File: src/rtl/idma_desc_submitter.sv
// Feeds descriptor addresses from a local FIFO into the iDMA regbus frontend,
// polling the frontend status register before each descriptor write.
module idma_desc_submitter #(
  parameter int unsigned          AddrWidth     = 64,
  parameter int unsigned          DescFifoDepth = 4,
  parameter logic [AddrWidth-1:0] RegBase       = '0,
  parameter int unsigned          BackoffCycles = 4,
  parameter int unsigned          CntWidth      = 16
) (
  input  logic                               clk_i,
  input  logic                               rst_ni,
  input  logic [AddrWidth-1:0]               desc_addr_i,
  input  logic                               desc_valid_i,
  output logic                               desc_ready_o,
  input  logic                               flush_i,
  output logic [AddrWidth-1:0]               reg_req_addr_o,
  output logic                               reg_req_write_o,
  output logic [AddrWidth-1:0]               reg_req_wdata_o,
  output logic [AddrWidth/8-1:0]             reg_req_wstrb_o,
  output logic                               reg_req_valid_o,
  input  logic [AddrWidth-1:0]               reg_rsp_rdata_i,
  input  logic                               reg_rsp_error_i,
  input  logic                               reg_rsp_ready_i,
  input  logic                               irq_i,
  output logic [CntWidth-1:0]                submitted_cnt_o,
  output logic [CntWidth-1:0]                completed_cnt_o,
  output logic [$clog2(DescFifoDepth+1)-1:0] pending_o,
  output logic                               err_o,
  output logic                               busy_o
);

  localparam int unsigned PtrW = $clog2(DescFifoDepth);
  localparam int unsigned OccW = $clog2(DescFifoDepth+1);
  localparam int unsigned BoW  = $clog2(BackoffCycles+1);

  typedef enum logic [1:0] {IDLE, POLL, BACKOFF, WRITE} state_e;

  state_e               state_q, state_d;
  logic [AddrWidth-1:0] fifo_mem [DescFifoDepth];
  logic [PtrW-1:0]      wr_ptr_q, rd_ptr_q;
  logic [OccW-1:0]      count_q;
  logic [BoW-1:0]       bo_cnt_q;
  logic                 flush_seen_q;
  logic                 irq_q;
  logic                 full, empty, push, pop, req_hs, status_full;
  logic                 unused_rdata;

  function automatic logic [PtrW-1:0] ptr_inc(input logic [PtrW-1:0] p);
    if (p == PtrW'(DescFifoDepth-1)) return '0;
    else return p + PtrW'(1);
  endfunction

  assign full         = (count_q == OccW'(DescFifoDepth));
  assign empty        = (count_q == '0);
  assign desc_ready_o = !full;
  // Flush wins over a same-cycle push, so the pushed entry is simply never stored.
  assign push         = desc_valid_i && !full && !flush_i;
  assign req_hs       = reg_req_valid_o && reg_rsp_ready_i;
  assign pop          = (state_q == WRITE) && reg_rsp_ready_i;
  assign status_full  = reg_rsp_rdata_i[1];
  assign unused_rdata = ^{reg_rsp_rdata_i[AddrWidth-1:2], reg_rsp_rdata_i[0]};
  assign pending_o    = count_q;
  assign busy_o       = !empty || (state_q != IDLE);

  always_ff @(posedge clk_i) begin
    if (push) fifo_mem[wr_ptr_q] <= desc_addr_i;
  end

  // The head survives a flush while it is being written, so the bus write stays stable.
  always_ff @(posedge clk_i or negedge rst_ni) begin
    if (!rst_ni) begin
      wr_ptr_q <= '0;
      rd_ptr_q <= '0;
      count_q  <= '0;
    end else if (flush_i) begin
      if (pop) begin
        rd_ptr_q <= ptr_inc(rd_ptr_q);
        wr_ptr_q <= ptr_inc(rd_ptr_q);
        count_q  <= '0;
      end else if (state_q == WRITE) begin
        wr_ptr_q <= ptr_inc(rd_ptr_q);
        count_q  <= OccW'(1);
      end else begin
        wr_ptr_q <= rd_ptr_q;
        count_q  <= '0;
      end
    end else begin
      if (push) wr_ptr_q <= ptr_inc(wr_ptr_q);
      if (pop)  rd_ptr_q <= ptr_inc(rd_ptr_q);
      case ({push, pop})
        2'b10:   count_q <= count_q + OccW'(1);
        2'b01:   count_q <= count_q - OccW'(1);
        default: ;
      endcase
    end
  end

  always_ff @(posedge clk_i or negedge rst_ni) begin
    if (!rst_ni) state_q <= IDLE;
    else         state_q <= state_d;
  end

  always_comb begin
    state_d = state_q;
    case (state_q)
      IDLE:    if (!empty && !flush_i) state_d = POLL;
      POLL: begin
        if (reg_rsp_ready_i) begin
          if (flush_i || flush_seen_q)                state_d = IDLE;
          else if (reg_rsp_error_i || status_full)    state_d = BACKOFF;
          else                                        state_d = WRITE;
        end
      end
      BACKOFF: begin
        if (flush_i)              state_d = IDLE;
        else if (bo_cnt_q == '0)  state_d = POLL;
      end
      WRITE:   if (reg_rsp_ready_i) state_d = IDLE;
      default: state_d = IDLE;
    endcase
  end

  always_comb begin
    reg_req_valid_o = 1'b0;
    reg_req_write_o = 1'b0;
    reg_req_addr_o  = RegBase;
    reg_req_wdata_o = '0;
    reg_req_wstrb_o = '0;
    case (state_q)
      POLL: begin
        reg_req_valid_o = 1'b1;
        reg_req_addr_o  = RegBase + AddrWidth'(8);
      end
      WRITE: begin
        reg_req_valid_o = 1'b1;
        reg_req_write_o = 1'b1;
        reg_req_wdata_o = fifo_mem[rd_ptr_q];
        reg_req_wstrb_o = '1;
      end
      default: ;
    endcase
  end

  // A flush seen mid-poll is remembered until the read completes.
  always_ff @(posedge clk_i or negedge rst_ni) begin
    if (!rst_ni) begin
      bo_cnt_q        <= '0;
      flush_seen_q    <= 1'b0;
      irq_q           <= 1'b0;
      submitted_cnt_o <= '0;
      completed_cnt_o <= '0;
      err_o           <= 1'b0;
    end else begin
      if (state_q == POLL && state_d == BACKOFF) bo_cnt_q <= BoW'(BackoffCycles-1);
      else if (state_q == BACKOFF && bo_cnt_q != '0) bo_cnt_q <= bo_cnt_q - BoW'(1);
      flush_seen_q <= (state_q == POLL) && !reg_rsp_ready_i && (flush_i || flush_seen_q);
      irq_q <= irq_i;
      if (pop)             submitted_cnt_o <= submitted_cnt_o + CntWidth'(1);
      if (irq_i && !irq_q) completed_cnt_o <= completed_cnt_o + CntWidth'(1);
      if (req_hs && reg_rsp_error_i) err_o <= 1'b1;
    end
  end

endmodule

File: config.mk
export PLATFORM = sky130hd
export DESIGN_NAME = idma_desc_submitter
export DESIGN_NICKNAME = d
export VERILOG_FILES = /design/src/rtl/idma_desc_submitter.sv
export SDC_FILE = /design/constraint.sdc
export NUM_CORES = 1
export LEC_CHECK = 0
export CORE_ASPECT_RATIO = 0.5
export CORE_MARGIN = 4
export CORE_UTILIZATION = 45
export DETAILED_ROUTE_END_ITERATION = 7
export PLACE_DENSITY_LB_ADDON = 0.05
export SYNTH_ARGS = -nofsm -noshare
export SYNTH_HDL_FRONTEND = slang
export SYNTH_SLANG_ARGS = --single-unit
File: constraint.sdc
create_clock -name clk_i -period 2.85 [get_ports clk_i]
set_input_delay 0.57 -clock clk_i [delete_from_list [all_inputs] [get_ports clk_i]]
set_output_delay 0.57 -clock clk_i [all_outputs]
set_load 0.03 [all_outputs]
# Yosys cells after proc, flatten, opt, wreduce, memory -nomap -nowiden
# Memories as Yosys holds them, arrays and structs flattened.
# Cells that the tools add are included.
word_totals:
  regBits: 47
  ramBits: 256
  output_inout_bits: 176
  word_cells: 82
  mem_count: 1
mem_list:
  columns: ["memory", "words", "width", "read_ports", "rd_clocked_by_memory_dff", "wr", "line_no", "text"]
  rows:
  - ["fifo_mem", 4, 64, 1, 0, 1, "39", "logic [AddrWidth-1:0] fifo_mem [DescFifoDepth];"]
op_classes:
  n_addsub: 7
  eq_ne: 9
  muxes: 27
  reduce_logical: 28
op_table:
  columns: ["operator", "n"]
  rows:
  - ["64-bit two-way mux", 1]
  - ["16-bit by 1-bit adder with 16-bit output (second input constant)", 2]
  - ["2-bit two-way mux", 12]
  - ["2-bit == test (second input constant)", 6]
  - ["1-bit logical AND", 11]
  - ["3-bit two-way mux", 3]
  - ["8-bit two-way mux", 1]
  - ["2-bit case mux with 4 select lines", 1]
  - ["1-bit two-way mux", 7]
  - ["3-bit zero test", 2]
  - ["3-bit case mux with 2 select lines", 1]
  - ["2-bit nonzero test", 3]
  - ["3-bit nonzero test", 2]
  - ["3-bit by 1-bit subtractor with 3-bit output (second input constant)", 2]
  - ["1-bit zero test", 5]
  - ["2-bit by 1-bit adder with 2-bit output (second input constant)", 2]
  - ["2-bit by 1-bit == test with 1-bit output (second input constant)", 2]
  - ["4-bit two-way mux", 1]
  - ["3-bit by 1-bit adder with 3-bit output (second input constant)", 1]
  - ["3-bit == test (second input constant)", 1]
  - ["1-bit logical OR", 3]
  - ["2-bit zero test", 1]
  - ["2-bit OR reduction", 1]

# Longest topological paths before layout
# Gate-level depths: netlist of the first run.
logic_depth:
  word_depth: 8
  mapped_depth: 7
  ltp_nobuf: 6

# Worst setup path after synthesis of the first run
# OpenSTA, ideal clock, no wires.
synth_path:
  kind: "register to register"
  from: "register count_q[2], in the netlist pending_o[2]"
  to: "memory fifo_mem[0][0] (enable)"
  arrival_time_ns: 2.642
  setup_slack_ns: -0.221
  stages_incl_launch_ff: 4
  path_cell_list: "dfrtp_1 > or3b_4 > and3_1 > and2_1"
synth_via:
  elab_chain_len: 6
synth_lines:
  columns: ["element", "line_no", "text"]
  rows:
  - ["start: declaration", "41", "logic [OccW-1:0] count_q;"]
  - ["start signal: assignment", "82", "count_q <= OccW'(1);"]
  - ["start signal: assignment", "91", "2'b10: count_q <= count_q + OccW'(1);"]
  - ["start signal: assignment", "92", "2'b01: count_q <= count_q - OccW'(1);"]
  - ["3-bit == test", "53", "assign full = (count_q == OccW'(DescFifoDepth));"]
  - ["1-bit zero test", null, null]
  - ["via desc_ready_o", "14", "output logic desc_ready_o,"]
  - ["1-bit logical AND (2 in a row)", "57", "assign push = desc_valid_i && !full && !flush_i;"]
  - ["1-bit two-way mux", "66", "if (push) fifo_mem[wr_ptr_q] <= desc_addr_i;"]
  - ["1-bit two-way mux (implied by the code)", "66", null]
  - ["end: declaration", "39", null]
# The timed path passes the listed nets, and every way through them passes these cells.

# Final worst setup path of the first run
layout_path:
  from: "register rd_ptr_q[0]"
  to: "output reg_req_wdata_o[62]"
layout_via:
  elab_chain_len: 2
layout_lines:
  columns: ["element", "line_no", "text"]
  rows:
  - ["start: declaration", "40", "logic [PtrW-1:0] wr_ptr_q, rd_ptr_q;"]
  - ["start signal: assignment", "77", "rd_ptr_q <= ptr_inc(rd_ptr_q);"]
  - ["start signal: assignment", "89", "if (pop) rd_ptr_q <= ptr_inc(rd_ptr_q);"]
  - ["memory 4 x 64 bit", null, null]
  - ["64-bit two-way mux", "129", "case (state_q)"]
  - ["end: declaration", "18", "output logic [AddrWidth-1:0] reg_req_wdata_o,"]
# No other way between the ends.

==> summary.txt, run 1 <==
Floorplan
  • Chip Width: 244.6 um
  • IO Pins: 311
  • Die area: 0.03089 mm2
  • Initial Util: 0.4662
  • Core area: between 0.02 and 0.03 mm2
  • Die height: 126.3 um
  • Rows: 42

Pwr
  • Comb power frac: 0.268
  • Pwr dens: 803.4 mW/mm2
  • Register share of total power: 0.433
  • Clk network pwr share: 0.299
  • Switching share of power: 0.2803
  • Max VDD drop: 0.4575 mV
  • Pleak: 0.005759 uW
  • Power, Total: 12600 uW
  • Pint: 9068 uW
  • Net switching power: 3532 uW

Timing
  • FMAX: 0.3561 GHz
  • Slew Limit Fails: 0
  • Final worst-path setup slack: 41.56 ps
  • Slew @ Worst Pin: 735.5 ps
  • Worst slew margin relative to its limit: 0.5097
  • Fin crit share: 0.9854
  • Clock Skew: between 10 and 15 ps
  • Min Tclk post-route: between 2000 and 3000 ps
  • Final Hold Fails: 0
  • RSZ-0062 raised after global routing: true
  • Finish-stage setup viols: 0

Synthesis
  • Synth Warn #: 0
  • Post-synth cell types: 46
  • Sequential fraction of the synthesis area: 0.7038
  • Top FF cell, synth: edfxtp_1
  • Mapped Cells: 709
  • Mapped cell area: ~0.013 mm2
  • Register bit total from synthesis: 303
  • Synth Area per Inst: 17.76 um2
  • EDFF count, synth: about 260
  • Synth async-reset ratio: 0.1551

Detailed routing
  • Post-DR vias/cell: 4.989
  • Via count: around 6.6k
  • Routed len/inst: 19.50 um
  • Final wirelength: approximately 26 mm
  • Initial DRC count: about 320
  • Post-route ant nets: 0
  • DRC: 0
  • Initial DRT Pass Iterations: 4

Clocking
  • Clock insertion delay at the later pin of the skew report: roughly 560 ps
  • Number of buffers created by CTS: 27
  • Root buf cell: clkbuf_16
  • CTS tree: built
  • CTS Buffer Depth: 3
  • CTS Sinks: between 300 and 400
  • CTS Hold Buffers Added: 0
  • H-tree levels: 1
  • Clock-pin slew on the worst setup and hold paths: ~70 ps

Setup path
  • CP peak stage delay: 500 ps
  • WP data arrival: 2240 ps
  • CP Launch Type: flip-flop
  • CP max-delay cell: mux4_2
  • CP max FO: 9
  • Worst Setup End Kind: primary output
  • Crit-path cells: buf_12 -> buf_6 -> mux4_2 -> and2_1 -> clkdlybuf4s15_2
  • Critical path type: reg2out
  • Req. time, crit path: approximately 2300 ps

Min path
  • Hold crit path type: in2async

Global route
  • GR Layer Usage met2: 0.2778
  • Gr ovfl total: 0
  • Top Usage Layer GRT: met2
  • Vias in the first global route: slightly below 7k
  • Met3 global-route usage: 0.03669
  • Total GRT Usage: 0.1631
  • Largest net degree at the start of global routing: 33
  • Initial antenna violation count: 1
  • First-pass GRT wire length: 39.32 mm
  • GR Layer Usage met1: 0.2239

Finish
  • Diode count: 0
  • Commonest non-fill, non-tap cell in the layout: edfxtp_1
  • Design area: 0.01568 mm2
  • Most frequent cells in the layout: 256 x edfxtp_1, 119 x clkdlybuf4s50_1, 64 x mux4_2, 64 x and2_1, 63 x conb_1
  • Layout cells sized above 1: 0.2400
  • Layout fillers: 2147
  • Area Overhead vs Synth: 24.53%
  • Final nets: about 1.1k

Run status
  • Status: finished, final reports clean

Place
  • Placed Area: 0.01489 mm2
  • GP Congestion: 0.7317
  • DP Wirelength: between 15 and 20 mm
  • DP Worst Slack: 136.8 ps
  • PortBufs: 184

Flow run
  • Max Cap Viol: 0
cell type report:
class | count | area [um2] | area share
clock buffers | 37 | 764.5 | 0.04875
well taps | 374 | 467.9 | 0.02984
inverters | 9 | 33.78 | 0.002154
flip-flops and latches | 303 | 8871 | 0.5657
multi-input cells | 359 | 3221 | 0.2054
clock inverters | 13 | 157.7 | 0.01005
repair buffers | 225 | 2167 | 0.1382
kinds of logic (layout without fill, tap and decap cells):
group                    count (synthesis)  count (layout)  synth area share
AO/OA/AOI/OAI                           22              22           0.01093
XOR/XNOR                                33              33           0.02295
flip-flops                             303             303            0.7038
buffers and inverters                  109             284           0.05991
AND/OR/NAND/NOR                        162             162           0.07293
other                                    1              63         0.0002978
multiplexers                            69              69            0.1186
adder cells (fa/ha/maj)                 10              10           0.01053
what timing repair did:
| item | in CTS | in global routing |
|---|---|---|
| pin swaps | 0 | 0 |
| gates resized for setup | 260 | 44 |
| gates cloned | 2 | 1 |
| endpoints found under the setup margin | 60 | 37 |
| setup buffers | 4 | 0 |
worst paths after layout:
check	startpoint	slack, ps	endpoint	cells past startpoint
worst max-delay path	rd_ptr_q[0]	40	reg_req_wdata_o[62]	5
worst min register to register	completed_cnt_o[15]	470	completed_cnt_o[15]	1
max in group asynchronous	rst_ni	2070	completed_cnt_o[12]	2
worst min-delay path	rst_ni	80	submitted_cnt_o[4]	1
worst max register to register	pending_o[1]	840	pending_o[1]	6
min in group clk_i	completed_cnt_o[15]	470	completed_cnt_o[15]	1
metrics by stage:
stage	TNS, ps	utilization	hold WS [ps]	cells
2_1_floorplan	0	-	274.4	771
3_3_place_gp	0	0.5511	448.8	1263
3_5_place_dp	0	0.5511	460.7	1263
4_1_cts	-282.3	0.5838	90.70	1319
5_1_grt	-119.9	0.5806	116.4	1320
6_report	0	0.5806	78.15	1320
power by group through the flow:
stage	combinational (uW)	sequential, uW	clock (uW)
after floorplan	2130	5620	0
after global placement	3200	5580	0
after detailed placement	3220	5600	0
after CTS	3420	5470	3860
after global routing	3650	5510	4040
final	3380	5460	3760
routing by layer:
metal	wire [um]	share of wire
met2	12630	0.49
met1	11450	0.44
met5	13	0.00051
met4	330	0.013
met3	1311	0.051
flip-flops by register name (all words and copies together) (netlist names):
| register | flops |
|---|---|
| rd_ptr_q | 2 |
| submitted_cnt_o | 16 |
| irq_q | 1 |
| state_q | 2 |
| pending_o | 3 |
| err_o | 1 |
| bo_cnt_q | 3 |
| completed_cnt_o | 16 |
| wr_ptr_q | 2 |
| flush_seen_q | 1 |
| fifo_mem | 256 |
critical path, delay by kind of cell (launching register included):
kind / cells / cell delay, ps
buffers and inverters: 3 / 600
and+or+nand+nor: 1 / 160
DFF: 1 / 430
muxes: 1 / 500
cells in the mapped netlist, types with 2 or more instances:
| library cell | instances | area (um2) |
|---|---|---|
| a211oi_1 | 2 | 15.01 |
| inv_1 | 9 | 33.78 |
| mux2i_1 | 3 | 30.03 |
| a31oi_1 | 3 | 18.77 |
| and3_1 | 8 | 50.05 |
| or3_1 | 2 | 12.51 |
| buf_4 | 73 | 548.0 |
| nand4_1 | 10 | 62.56 |
| buf_2 | 12 | 60.06 |
| nor3_1 | 5 | 25.02 |
| a21oi_1 | 3 | 15.01 |
| xor2_1 | 9 | 78.83 |
| mux4_2 | 64 | 1441 |
| ha_1 | 9 | 112.6 |
| mux2_2 | 2 | 22.52 |
| nand2_1 | 34 | 127.6 |
| and4_1 | 2 | 17.52 |
| edfxtp_1 | 256 | 7687 |
| nand3_1 | 7 | 35.03 |
| and2_1 | 69 | 431.7 |
| xnor2_1 | 24 | 210.2 |
| clkbuf_1 | 11 | 41.29 |
| buf_12 | 3 | 60.06 |
| dfrtp_1 | 47 | 1176 |
| o21ai_0 | 8 | 40.04 |
| nor2_1 | 9 | 33.78 |
| nor2b_1 | 6 | 37.54 |
Power figures use the tool's default switching activity.
==> run 2, diff against run 1 <==
--- a/config.mk
+++ b/config.mk
@@ -5,6 +5,7 @@
 export SDC_FILE = /design/constraint.sdc
 export NUM_CORES = 1
 export LEC_CHECK = 0
+export CAP_MARGIN = 30
 export CORE_ASPECT_RATIO = 0.5
 export CORE_MARGIN = 4
 export CORE_UTILIZATION = 45
==> results of run 2 <==
The final DEF is identical to that of run 1; final timing and power are the same.
